**config.mk**
```make
export PLATFORM = sky130hd
export DESIGN_NAME = ntt_job_sched_flat
export DESIGN_NICKNAME = d
export VERILOG_FILES = /design/src/rtl/ntt_job_sched_if.sv /design/src/rtl/ntt_job_sched.sv /design/src/flat_wrapper.sv
export SDC_FILE = /design/constraint.sdc
export NUM_CORES = 1
export LEC_CHECK = 0
export CAP_MARGIN = 10
export CORE_MARGIN = 2
export CORE_UTILIZATION = 55
export CTS_CLUSTER_SIZE = 24
export DETAILED_ROUTE_END_ITERATION = 8
export GPL_TIMING_DRIVEN = 0
export PLACE_DENSITY = 0.89
export SKIP_LAST_GASP = 1
export SLEW_MARGIN = 40
export SYNTH_ARGS = -nofsm -noshare
export SYNTH_HDL_FRONTEND = slang
export SYNTH_SLANG_ARGS = --single-unit
export TNS_END_PERCENT = 50
```
**constraint.sdc**
```tcl
create_clock -name clk -period 3.25 [get_ports clk]
set_input_delay 0.65 -clock clk [delete_from_list [all_inputs] [get_ports clk]]
set_output_delay 0.65 -clock clk [all_outputs]
set_load 0.01 [all_outputs]
```
**src/rtl/ntt_job_sched_if.sv**
```systemverilog
// ntt_job_sched_if: bundles the host command/response handshakes, the core
// controller start/mode/state wires, and the status outputs of the scheduler.
//   master : host/core side (drives commands, rsp_ready, core state)
//   slave  : scheduler side (ntt_job_sched)
// Signals:
//   cmd_valid/cmd_ready/cmd_mode[2:0]/cmd_tag[3:0]  command channel
//   flush                                           drop queued commands
//   rsp_valid/rsp_ready/rsp_tag[3:0]/rsp_err/rsp_cycles[15:0]  response channel
//   ntt_start/ntt_set_state[2:0]/ntt_cur_state[2:0] core controller link
//   busy/fifo_level[4:0]                            status
interface ntt_job_sched_if;
  logic        cmd_valid;
  logic        cmd_ready;
  logic [2:0]  cmd_mode;
  logic [3:0]  cmd_tag;
  logic        flush;
  logic        rsp_valid;
  logic        rsp_ready;
  logic [3:0]  rsp_tag;
  logic        rsp_err;
  logic [15:0] rsp_cycles;
  logic        ntt_start;
  logic [2:0]  ntt_set_state;
  logic [2:0]  ntt_cur_state;
  logic        busy;
  logic [4:0]  fifo_level;

  modport master (
    output cmd_valid, cmd_mode, cmd_tag, flush, rsp_ready, ntt_cur_state,
    input  cmd_ready, rsp_valid, rsp_tag, rsp_err, rsp_cycles,
           ntt_start, ntt_set_state, busy, fifo_level
  );

  modport slave (
    input  cmd_valid, cmd_mode, cmd_tag, flush, rsp_ready, ntt_cur_state,
    output cmd_ready, rsp_valid, rsp_tag, rsp_err, rsp_cycles,
           ntt_start, ntt_set_state, busy, fifo_level
  );
endinterface

```
**src/rtl/ntt_job_sched.sv**
```systemverilog
// ntt_job_sched: queues NTT/INTT job commands in a small FIFO, issues each
// job to the core controller as a one-cycle start pulse plus a held mode code,
// tracks completion from the core state and returns one in-order response per
// job with tag, error flag and a saturating cycle count.
// Ports:
//   clk  - rising-edge clock
//   rst  - synchronous active-high reset (aborts any job, empties the FIFO)
//   bus  - ntt_job_sched_if.slave: command/response handshakes, flush,
//          core start/mode/state, busy and fifo_level status
// Parameters: DEPTH (FIFO depth, power of two 2..16), IDLE_CODE (core idle
//   encoding), TIMEOUT (watchdog limit in cycles from the start pulse).
// Build option: define NTT_SCHED_WDOG_EN to enable the completion watchdog.
module ntt_job_sched #(
  parameter int unsigned DEPTH     = 4,
  parameter logic [2:0]  IDLE_CODE = 3'd0,
  parameter logic [15:0] TIMEOUT   = 16'd4000
) (
  input logic            clk,
  input logic            rst,
  ntt_job_sched_if.slave bus
);
  localparam int AW = $clog2(DEPTH);

  typedef struct packed {
    logic [2:0] mode;
    logic [3:0] tag;
  } cmd_t;

  typedef enum logic [2:0] {S_IDLE, S_ISSUE, S_WAITB, S_RUN, S_RESP} state_t;

  // ---------------- command FIFO ----------------
  cmd_t          mem_q [DEPTH];
  logic [AW-1:0] wr_ptr_q, rd_ptr_q;
  logic [4:0]    level_q;
  logic          full, empty, push, pop;
  cmd_t          head;

  assign full  = (level_q == 5'(DEPTH));
  assign empty = (level_q == 5'd0);
  // Space is judged on the registered level, so a pop in the same cycle
  // never makes room for a push.
  assign bus.cmd_ready = !full && !bus.flush;
  assign push          = bus.cmd_valid && bus.cmd_ready;
  assign head          = mem_q[rd_ptr_q];

  always_ff @(posedge clk) begin
    if (rst || bus.flush) begin
      wr_ptr_q <= '0;
      rd_ptr_q <= '0;
      level_q  <= '0;
    end else begin
      if (push) wr_ptr_q <= wr_ptr_q + AW'(1);
      if (pop)  rd_ptr_q <= rd_ptr_q + AW'(1);
      level_q <= level_q + 5'(push) - 5'(pop);
    end
  end

  always_ff @(posedge clk) begin
    if (push) mem_q[wr_ptr_q] <= '{mode: bus.cmd_mode, tag: bus.cmd_tag};
  end

  // ---------------- job FSM ----------------
  state_t      state_q, state_d;
  logic [2:0]  mode_q, mode_d;
  logic [3:0]  tag_q, tag_d;
  logic        err_q, err_d;
  logic [15:0] cnt_q, cnt_d;
  logic [15:0] cyc_q, cyc_d;
  logic [15:0] cnt_inc;
  logic        wdog_hit;

  assign cnt_inc = (cnt_q == 16'hFFFF) ? cnt_q : cnt_q + 16'd1;

`ifdef NTT_SCHED_WDOG_EN
  assign wdog_hit = (cnt_q == TIMEOUT);
`else
  logic unused_timeout;
  assign wdog_hit       = 1'b0;
  assign unused_timeout = ^TIMEOUT;
`endif

  always_ff @(posedge clk) begin
    if (rst) begin
      state_q <= S_IDLE;
      mode_q  <= IDLE_CODE;
      tag_q   <= '0;
      err_q   <= 1'b0;
      cnt_q   <= '0;
      cyc_q   <= '0;
    end else begin
      state_q <= state_d;
      mode_q  <= mode_d;
      tag_q   <= tag_d;
      err_q   <= err_d;
      cnt_q   <= cnt_d;
      cyc_q   <= cyc_d;
    end
  end

  always_comb begin
    state_d = state_q;
    mode_d  = mode_q;
    tag_d   = tag_q;
    err_d   = err_q;
    cnt_d   = cnt_q;
    cyc_d   = cyc_q;
    pop     = 1'b0;
    case (state_q)
      S_IDLE: begin
        if (!empty && !bus.flush) begin
          pop    = 1'b1;
          mode_d = head.mode;
          tag_d  = head.tag;
          // The idle code is not a runnable mode: answer with an error
          // straight away and never pulse the core.
          if (head.mode == IDLE_CODE) begin
            err_d   = 1'b1;
            cyc_d   = '0;
            state_d = S_RESP;
          end else begin
            err_d   = 1'b0;
            state_d = S_ISSUE;
          end
        end
      end
      S_ISSUE: begin
        cnt_d   = 16'd1;
        state_d = S_WAITB;
      end
      S_WAITB: begin
        cnt_d = cnt_inc;
        if (bus.ntt_cur_state != IDLE_CODE) state_d = S_RUN;
        if (wdog_hit) begin
          err_d   = 1'b1;
          cyc_d   = TIMEOUT;
          state_d = S_RESP;
        end
      end
      S_RUN: begin
        cnt_d = cnt_inc;
        // A genuine completion wins over a coincident watchdog expiry.
        if (bus.ntt_cur_state == IDLE_CODE) begin
          err_d   = 1'b0;
          cyc_d   = cnt_q;
          state_d = S_RESP;
        end else if (wdog_hit) begin
          err_d   = 1'b1;
          cyc_d   = TIMEOUT;
          state_d = S_RESP;
        end
      end
      S_RESP: begin
        if (bus.rsp_ready) state_d = S_IDLE;
      end
      default: state_d = S_IDLE;
    endcase
  end

  // ---------------- outputs ----------------
  assign bus.ntt_start     = (state_q == S_ISSUE);
  assign bus.ntt_set_state = (state_q == S_IDLE) ? IDLE_CODE : mode_q;
  assign bus.busy          = (state_q != S_IDLE);
  assign bus.rsp_valid     = (state_q == S_RESP);
  assign bus.rsp_tag       = tag_q;
  assign bus.rsp_err       = err_q;
  assign bus.rsp_cycles    = cyc_q;
  assign bus.fifo_level    = level_q;
endmodule

```
**src/flat_wrapper.sv**
```systemverilog
// flat-port wrapper written by rule: the top's interface ports become plain ports
module ntt_job_sched_flat 
#(
  parameter int unsigned DEPTH     = 4,
  parameter logic [2:0]  IDLE_CODE = 3'd0,
  parameter logic [15:0] TIMEOUT   = 16'd4000
)
  (clk, rst, bus_cmd_valid, bus_cmd_mode, bus_cmd_tag, bus_flush, bus_rsp_ready, bus_ntt_cur_state, bus_cmd_ready, bus_rsp_valid, bus_rsp_tag, bus_rsp_err, bus_rsp_cycles, bus_ntt_start, bus_ntt_set_state, bus_busy, bus_fifo_level);
  ntt_job_sched_if bus_i ();
  input logic clk;
  input logic rst;
  input wire logic [$bits(bus_i.cmd_valid)-1:0] bus_cmd_valid;
  input wire logic [$bits(bus_i.cmd_mode)-1:0] bus_cmd_mode;
  input wire logic [$bits(bus_i.cmd_tag)-1:0] bus_cmd_tag;
  input wire logic [$bits(bus_i.flush)-1:0] bus_flush;
  input wire logic [$bits(bus_i.rsp_ready)-1:0] bus_rsp_ready;
  input wire logic [$bits(bus_i.ntt_cur_state)-1:0] bus_ntt_cur_state;
  output wire logic [$bits(bus_i.cmd_ready)-1:0] bus_cmd_ready;
  output wire logic [$bits(bus_i.rsp_valid)-1:0] bus_rsp_valid;
  output wire logic [$bits(bus_i.rsp_tag)-1:0] bus_rsp_tag;
  output wire logic [$bits(bus_i.rsp_err)-1:0] bus_rsp_err;
  output wire logic [$bits(bus_i.rsp_cycles)-1:0] bus_rsp_cycles;
  output wire logic [$bits(bus_i.ntt_start)-1:0] bus_ntt_start;
  output wire logic [$bits(bus_i.ntt_set_state)-1:0] bus_ntt_set_state;
  output wire logic [$bits(bus_i.busy)-1:0] bus_busy;
  output wire logic [$bits(bus_i.fifo_level)-1:0] bus_fifo_level;
  assign bus_i.cmd_valid = bus_cmd_valid;
  assign bus_i.cmd_mode = bus_cmd_mode;
  assign bus_i.cmd_tag = bus_cmd_tag;
  assign bus_i.flush = bus_flush;
  assign bus_i.rsp_ready = bus_rsp_ready;
  assign bus_i.ntt_cur_state = bus_ntt_cur_state;
  assign bus_cmd_ready = bus_i.cmd_ready;
  assign bus_rsp_valid = bus_i.rsp_valid;
  assign bus_rsp_tag = bus_i.rsp_tag;
  assign bus_rsp_err = bus_i.rsp_err;
  assign bus_rsp_cycles = bus_i.rsp_cycles;
  assign bus_ntt_start = bus_i.ntt_start;
  assign bus_ntt_set_state = bus_i.ntt_set_state;
  assign bus_busy = bus_i.busy;
  assign bus_fifo_level = bus_i.fifo_level;
  ntt_job_sched #(.DEPTH(DEPTH), .IDLE_CODE(IDLE_CODE), .TIMEOUT(TIMEOUT)) u_core (.clk(clk), .rst(rst), .bus(bus_i));
endmodule
```
==> results.py, run 1 <==
metrics = {
    "global_routing": {
        "grt_max_degree": 17,
        "grt_pass1_vias": 2751,
        "grt_pass1_wl_um": 12860,
        "grt_antenna_before_repair": 0,
        "grt_util_all_layers_pct": 22.31,
        "grt_overflow": 0,
    },
    "worst_setup_path": {
        "cp.required_ns": 3.48,
        "cp.arrival_ns": 3.24,
        "crit_type": "reg -> reg",
        "ff2ff_path_depth": 14,
        "path_max_fanout": 8,
        "critPathLaunchType": "flip-flop",
        "cp-end-kind": "flip-flop",
    },
    "yosys": {
        "ys_types": 55,
        "yosys.area_share.simple_pct": 18.59,
        "synthAdderAreaFrac_pct": 4.244,
        "ys_warn_count": 0,
        "synth_edf_count": 28,
        "ys_ff_latch": 82,
        "synth_mux_area_share_pct": 11.92,
        "ys_async_sr_fraction_pct": 0,
        "synth_compound_area_share_pct": 8.319,
        "synth_seq_area_share_pct": 51.73,
        "synth-main-ff-cell": "dfxtp_1",
        "synth_area_um2": 3715,
        "synthXorXnorAreaFrac_pct": 1.415,
        "synth_top_family_by_area": "simple AND/OR/NAND/NOR gates",
        "syn-instance-count": 336,
        "syn_nets": 363,
        "syn_area_per_cell_um2": 11.06,
    },
    "timing": {
        "tightest_slew_ns": 0.6722,
        "finalHoldViolCount": 0,
        "slew_headroom_pct": 54.84,
        "skew_ns": 0.007155,
        "setup_slack_ns": 0.2357,
        "setup_viol": 0,
        "finalCritPeriodShare_pct": 92.75,
        "timing_max_transition_violations_final": 0,
        "post-route-min-period_ns": 3.014,
        "max_freq_mhz": 331.8,
    },
    "routing": {
        "detail_route.wl_per_cell_um": 16.38,
        "initialDrtViolationCount": 126,
        "drt-total-wl_um": 7799,
        "firstDrtPassIters": 4,
        "vias": 2744,
        "via_per_inst": 5.765,
        "drcViolationCount": 0,
        "ant_nets": 0,
    },
    "power_and_ir_drop": {
        "ir_drop_v": 0.0004634,
        "powerDensity_nw_per_um2": 690.6,
        "power.leakage_nw": 1.486,
    },
    "floorplanning": {
        "die-area_um2": 7428,
        "core_area_um2": 6459,
        "pin_count": 48,
        "num_rows": 29,
        "initial_core_util_pct": 57.52,
        "die_width_um": 86.19,
        "dieHeight_um": 86.19,
    },
    "worst_hold_path": {
        "hold_class": "reg -> reg",
        "hold_depth": 2,
    },
    "final_layout": {
        "drive_above_1_share_pct": 8.521,
        "fin_nets": 421,
        "syn2layout_area_growth_pct": 21.99,
        "final_area_um2": 4532,
        "fin_cells": 476,
        "final_cell_mix": "dfxtp_1, clkdlybuf4s50_1, nand2_1, edfxtp_1, mux2i_1",
        "final_common_cell": "dfxtp_1",
        "diodes": 0,
    },
    "clock_network": {
        "hold_buffers": 0,
        "cts_tree": "done",
        "root_buffer": "clkbuf_8",
        "cts_inserted_buffers": 9,
        "cts_sinks": 82,
        "clock_latency_ns": 0.36,
        "clk_path_buf_depth": 2,
        "htreeDepth": 3,
        "clk_pin_slew_ns": 0.09,
    },
    "placement": {
        "io_buffer_count": 46,
        "dp_hpwl_um": 5528,
        "dp_slack_ns": -0.2360,
        "gp_congestion": 0.9414,
        "placed_cell_area_um2": 4278,
        "dp_cells": 459,
    },
    "outcome": {
        "status": "complete, no violations",
    },
    "flow_run": {
        "drv_cap": 0,
    },
}
-- final timing paths --
kind	slack, ns	endpoint	startpoint
worst max-delay path	0.24	u_core.bus.fifo_level[4]$_SDFF_PP0_	u_core.state_q[1]$_SDFFE_PP0P_
worst min-delay path	0.48	u_core.bus.rsp_cycles[1]$_SDFFE_PP0P_	u_core.bus.rsp_cycles[1]$_SDFFE_PP0P_
worst max register to register	0.24	u_core.bus.fifo_level[4]$_SDFF_PP0_	u_core.state_q[1]$_SDFFE_PP0P_
worst min register to register	0.48	u_core.bus.rsp_cycles[1]$_SDFFE_PP0P_	u_core.bus.rsp_cycles[1]$_SDFFE_PP0P_
-- cell type report --
type,count,area [um2]
Clock buffer,9,123.9
Tap cell,77,96.34
Sequential cell,82,1922
Buffer,16,82.58
Timing Repair Buffer,48,475.5
Clock inverter,7,106.4
Multi-Input combinational cell,222,1669
Fill cell,459,1927
Inverter,15,56.30
-- cells by family after synthesis --
logic type                 Yosys count
muxes                               34
adders and majority gates           12
xor gates and xnor gates             6
AOI/OAI and AO/OA                   45
and+or+nand+nor                    125
buffers and inverters               32
DFF                                 82
-- sequential cells by signal, summed over array words and instances (netlist names), named ones only --
register               cells
u_core.bus.rsp_tag         4
u_core.rd_ptr_q            2
u_core.mode_q              3
u_core.bus.rsp_cycles     16
u_core.bus.fifo_level      5
u_core.state_q             3
u_core.mem_q              28
u_core.bus.rsp_err         1
u_core.cnt_q              16
u_core.wr_ptr_q            2
-- worst max-delay path: stages (launching register included) --
cell and delay (ns):
dfxtp_1 0.31, clkbuf_1 0.18, or3_1 0.37, clkbuf_1 0.19, nor3_1 0.17, buf_4 0.16, ha_1 0.22, inv_1 0.07
ha_1 0.17, inv_1 0.06, fa_1 0.40, nand2b_1 0.16, a21oi_1 0.22, o21ai_0 0.10, nor3b_1 0.14
-- cell usage after synthesis, types with 9 or more instances --
master	count	area (um2)
a21oi_1	15	75.07
clkbuf_1	13	48.80
dfxtp_1	54	1081
edfxtp_1	28	840.8
ha_1	11	137.6
inv_1	14	52.55
mux2i_1	27	270.3
nand2_1	28	105.1
nand2b_1	17	106.4
nor2_1	20	75.07
or3_1	9	56.30
-- repair_timing --
item | in CTS | in global routing
endpoints found under the hold margin | 0 | 0
buffers inserted | 0 | 2
resized for setup | 1 | 0
setup endpoints to repair | 1 | 1
-- layer usage --
layer  global-route usage, %  up-vias  routed length, um
li1                        -     1337                  -
met1                   26.24     1295               3246
met2                   39.04       90               4000
met3                   4.381       22                325
met4                   10.94        0                227
met5                       0        -                  0
-- metrics by stage --
step	total power [mW]	setup TNS, ns	hold slack (ns)	utilization [%]
after global routing	3.300	-0.0003122	0.4960	70.17
final	3.129	0	0.4761	70.17
after CTS	3.110	0	0.4776	69.84
after floorplan	1.921	0	0.4515	-
after detailed placement	2.242	-0.2360	0.4620	66.23
after global placement	2.188	-0.1175	0.4579	66.14
-- power by group --
part / internal [mW] / switching [mW] / total (mW)
clock network: 0.448 / 0.407 / 0.855
registers: 1.15 / 0.0760 / 1.23
logic: 0.522 / 0.527 / 1.05
total: 2.12 / 1.01 / 3.13
Power figures use the tool's default switching activity.
==> run 2: changes to the inputs <==
--- a/config.mk
+++ b/config.mk
@@ -7,11 +7,12 @@
 export LEC_CHECK = 0
 export CAP_MARGIN = 10
 export CORE_MARGIN = 2
-export CORE_UTILIZATION = 55
+export CORE_UTILIZATION = 57
+export CTS_BUF_LIST = sky130_fd_sc_hd__clkbuf_4 sky130_fd_sc_hd__clkbuf_8
 export CTS_CLUSTER_SIZE = 24
 export DETAILED_ROUTE_END_ITERATION = 8
 export GPL_TIMING_DRIVEN = 0
-export PLACE_DENSITY = 0.89
+export PLACE_DENSITY = 0.92
 export SKIP_LAST_GASP = 1
 export SLEW_MARGIN = 40
 export SYNTH_ARGS = -nofsm -noshare
==> results.py, run 2 (synthesized netlist as in run 1, its figures left out) <==
metrics = {
    "routing": {
        "via_per_inst": 5.910,
        "vias": 2819,
        "firstDrtPassIters": 4,
        "drcViolationCount": 0,
        "drt-total-wl_um": 8010,
        "initialDrtViolationCount": 159,
        "detail_route.wl_per_cell_um": 16.79,
        "ant_nets": 0,
    },
    "timing": {
        "timing_max_transition_violations_final": 0,
        "skew_ns": 0.008168,
        "finalHoldViolCount": 0,
        "slew_headroom_pct": 55.39,
        "post-route-min-period_ns": 3.245,
        "finalCritPeriodShare_pct": 99.83,
        "whs_ns": 0.4798,
        "setup_viol": 0,
        "max_freq_mhz": 308.2,
        "tightest_slew_ns": 0.6641,
    },
    "final_layout": {
        "fin_nets": 422,
        "regArea_um2": 1922,
        "nFillCells": 451,
        "drive_above_1_share_pct": 8.750,
        "final_cell_mix": "dfxtp_1, clkdlybuf4s50_1, nand2_1, edfxtp_1, mux2i_1",
        "syn2layout_area_growth_pct": 21.56,
        "regMostFlops": "u_core.mem_q",
        "final_area_um2": 4516,
        "largest_reg_flops": 28,
        "multiInputGateArea_um2": 1669,
        "utilization_pct": 71.52,
        "diodes": 0,
        "final_common_cell": "dfxtp_1",
    },
    "worst_setup_path": {
        "cp.required_ns": 3.48,
        "crit_type": "reg -> reg",
        "cp-end-kind": "flip-flop",
        "path_max_fanout": 8,
        "rrSetupSlack_ns": 0.005,
        "critPathLaunchType": "flip-flop",
        "cp.arrival_ns": 3.48,
    },
    "global_routing": {
        "grt_max_degree": 17,
        "grt_pass1_vias": 2822,
        "grt_util_all_layers_pct": 22.99,
        "grt_overflow": 0,
        "grt_antenna_before_repair": 0,
        "grt_pass1_wl_um": 13080,
    },
    "power_and_ir_drop": {
        "sw_frac_of_total_pct": 33.48,
        "clock_power_share_pct": 25.1,
        "switching_power_mw": 1.033,
        "power.leakage_nw": 1.480,
        "comb_power_share_pct": 35.0,
        "seqPwrFrac_pct": 40.0,
        "internal_power_mw": 2.053,
        "powerDensity_nw_per_um2": 683.4,
        "ir_drop_v": 0.0004291,
    },
    "placement": {
        "io_buffer_count": 46,
        "gp_congestion": 0.8935,
        "dp_hpwl_um": 5615,
        "placed_cell_area_um2": 4278,
    },
    "floorplanning": {
        "die-area_um2": 7179,
        "dieHeight_um": 84.73,
        "die_width_um": 84.73,
        "pin_count": 48,
        "num_rows": 29,
        "core_area_um2": 6314,
        "initial_core_util_pct": 58.84,
    },
    "clock_network": {
        "cts_sinks": 82,
        "clk_pin_slew_ns": 0.09,
        "hold_buffers": 0,
        "clk_path_buf_depth": 2,
        "root_buffer": "clkbuf_8",
        "cts_tree": "done",
        "htreeDepth": 3,
        "clock_latency_ns": 0.36,
        "cts_inserted_buffers": 9,
    },
    "worst_hold_path": {
        "hold_class": "reg -> reg",
    },
    "outcome": {
        "status": "complete, no violations",
    },
    "flow_run": {
        "drv_cap": 0,
    },
}
## run 2: cell types whose count changed in the layout (fill, tap and decap cells not counted)
cell | previous run | this run
buf_4 | 3 | 4
bufinv_16 | 2 | 1
inv_6 | 3 | 5
inv_8 | 1 | 0
## run 2: layer usage
metal	wire length (um)	vias up	track usage [%]
met5	0	-	0
met4	205	0	10.68
met1	3241	1360	26.85
met3	412	22	4.720
li1	-	1330	-
met2	4151	107	40.44
## run 2: metrics by stage
| step | worst slack [ns] | TNS, ns | std cells | total power, mW |
|---|---|---|---|---|
| final | 0.005428 | 0 | 477 | 3.086 |
| after CTS | 0.06255 | 0 | 475 | 3.033 |
| after floorplan | 0.3089 | 0 | 336 | 1.921 |
| after global routing | -0.1573 | -0.1573 | 477 | 3.255 |
| after global placement | -0.1059 | -0.1059 | 459 | 2.180 |
| after detailed placement | -0.2351 | -0.2351 | 459 | 2.243 |
## run 2: final timing paths
check	from	endpoint	cells after the start
setup / recovery	u_core.state_q[1]$_SDFFE_PP0P_	u_core.bus.fifo_level[4]$_SDFF_PP0_	14
hold / removal	u_core.bus.rsp_cycles[2]$_SDFFE_PP0P_	u_core.bus.rsp_cycles[2]$_SDFFE_PP0P_	2
setup reg to reg	u_core.state_q[1]$_SDFFE_PP0P_	u_core.bus.fifo_level[4]$_SDFF_PP0_	14
hold reg to reg	u_core.bus.rsp_cycles[2]$_SDFFE_PP0P_	u_core.bus.rsp_cycles[2]$_SDFFE_PP0P_	2
## run 2: layout make-up
cell class	count	share of cell area, %
Buffer	16	1.829
Clock buffer	9	2.743
Clock inverter	7	1.829
Inverter	15	1.247
Multi-Input combinational cell	222	36.96
Sequential cell	82	42.56
Tap cell	77	2.134
Timing Repair Buffer	49	10.70
## run 2: power groups by stage
stage               clock (mW)  combinational, mW  sequential [mW]
global placement             0              0.939             1.24
finish                   0.773               1.08             1.23
detailed placement           0              0.995             1.25
CTS                      0.783               1.02             1.23
global route             0.829               1.18             1.25
floorplan                    0              0.678             1.24
## run 2: critical path, stage by stage, from the launching register on
cell	delay [ns]
dfxtp_1	0.30
clkbuf_1	0.18
or3_1	0.38
clkbuf_1	0.19
nor3_1	0.28
buf_4	0.20
ha_1	0.23
inv_1	0.06
ha_1	0.15
inv_1	0.05
fa_1	0.38
nand2b_1	0.17
a21oi_1	0.24
o21ai_0	0.13
nor3b_1	0.16
## run 2: timing repair
action	CTS	global route
setup buffers	0	3
hold endpoints to repair	0	0
setup endpoints to repair	1	1
gates resized for setup	1	0
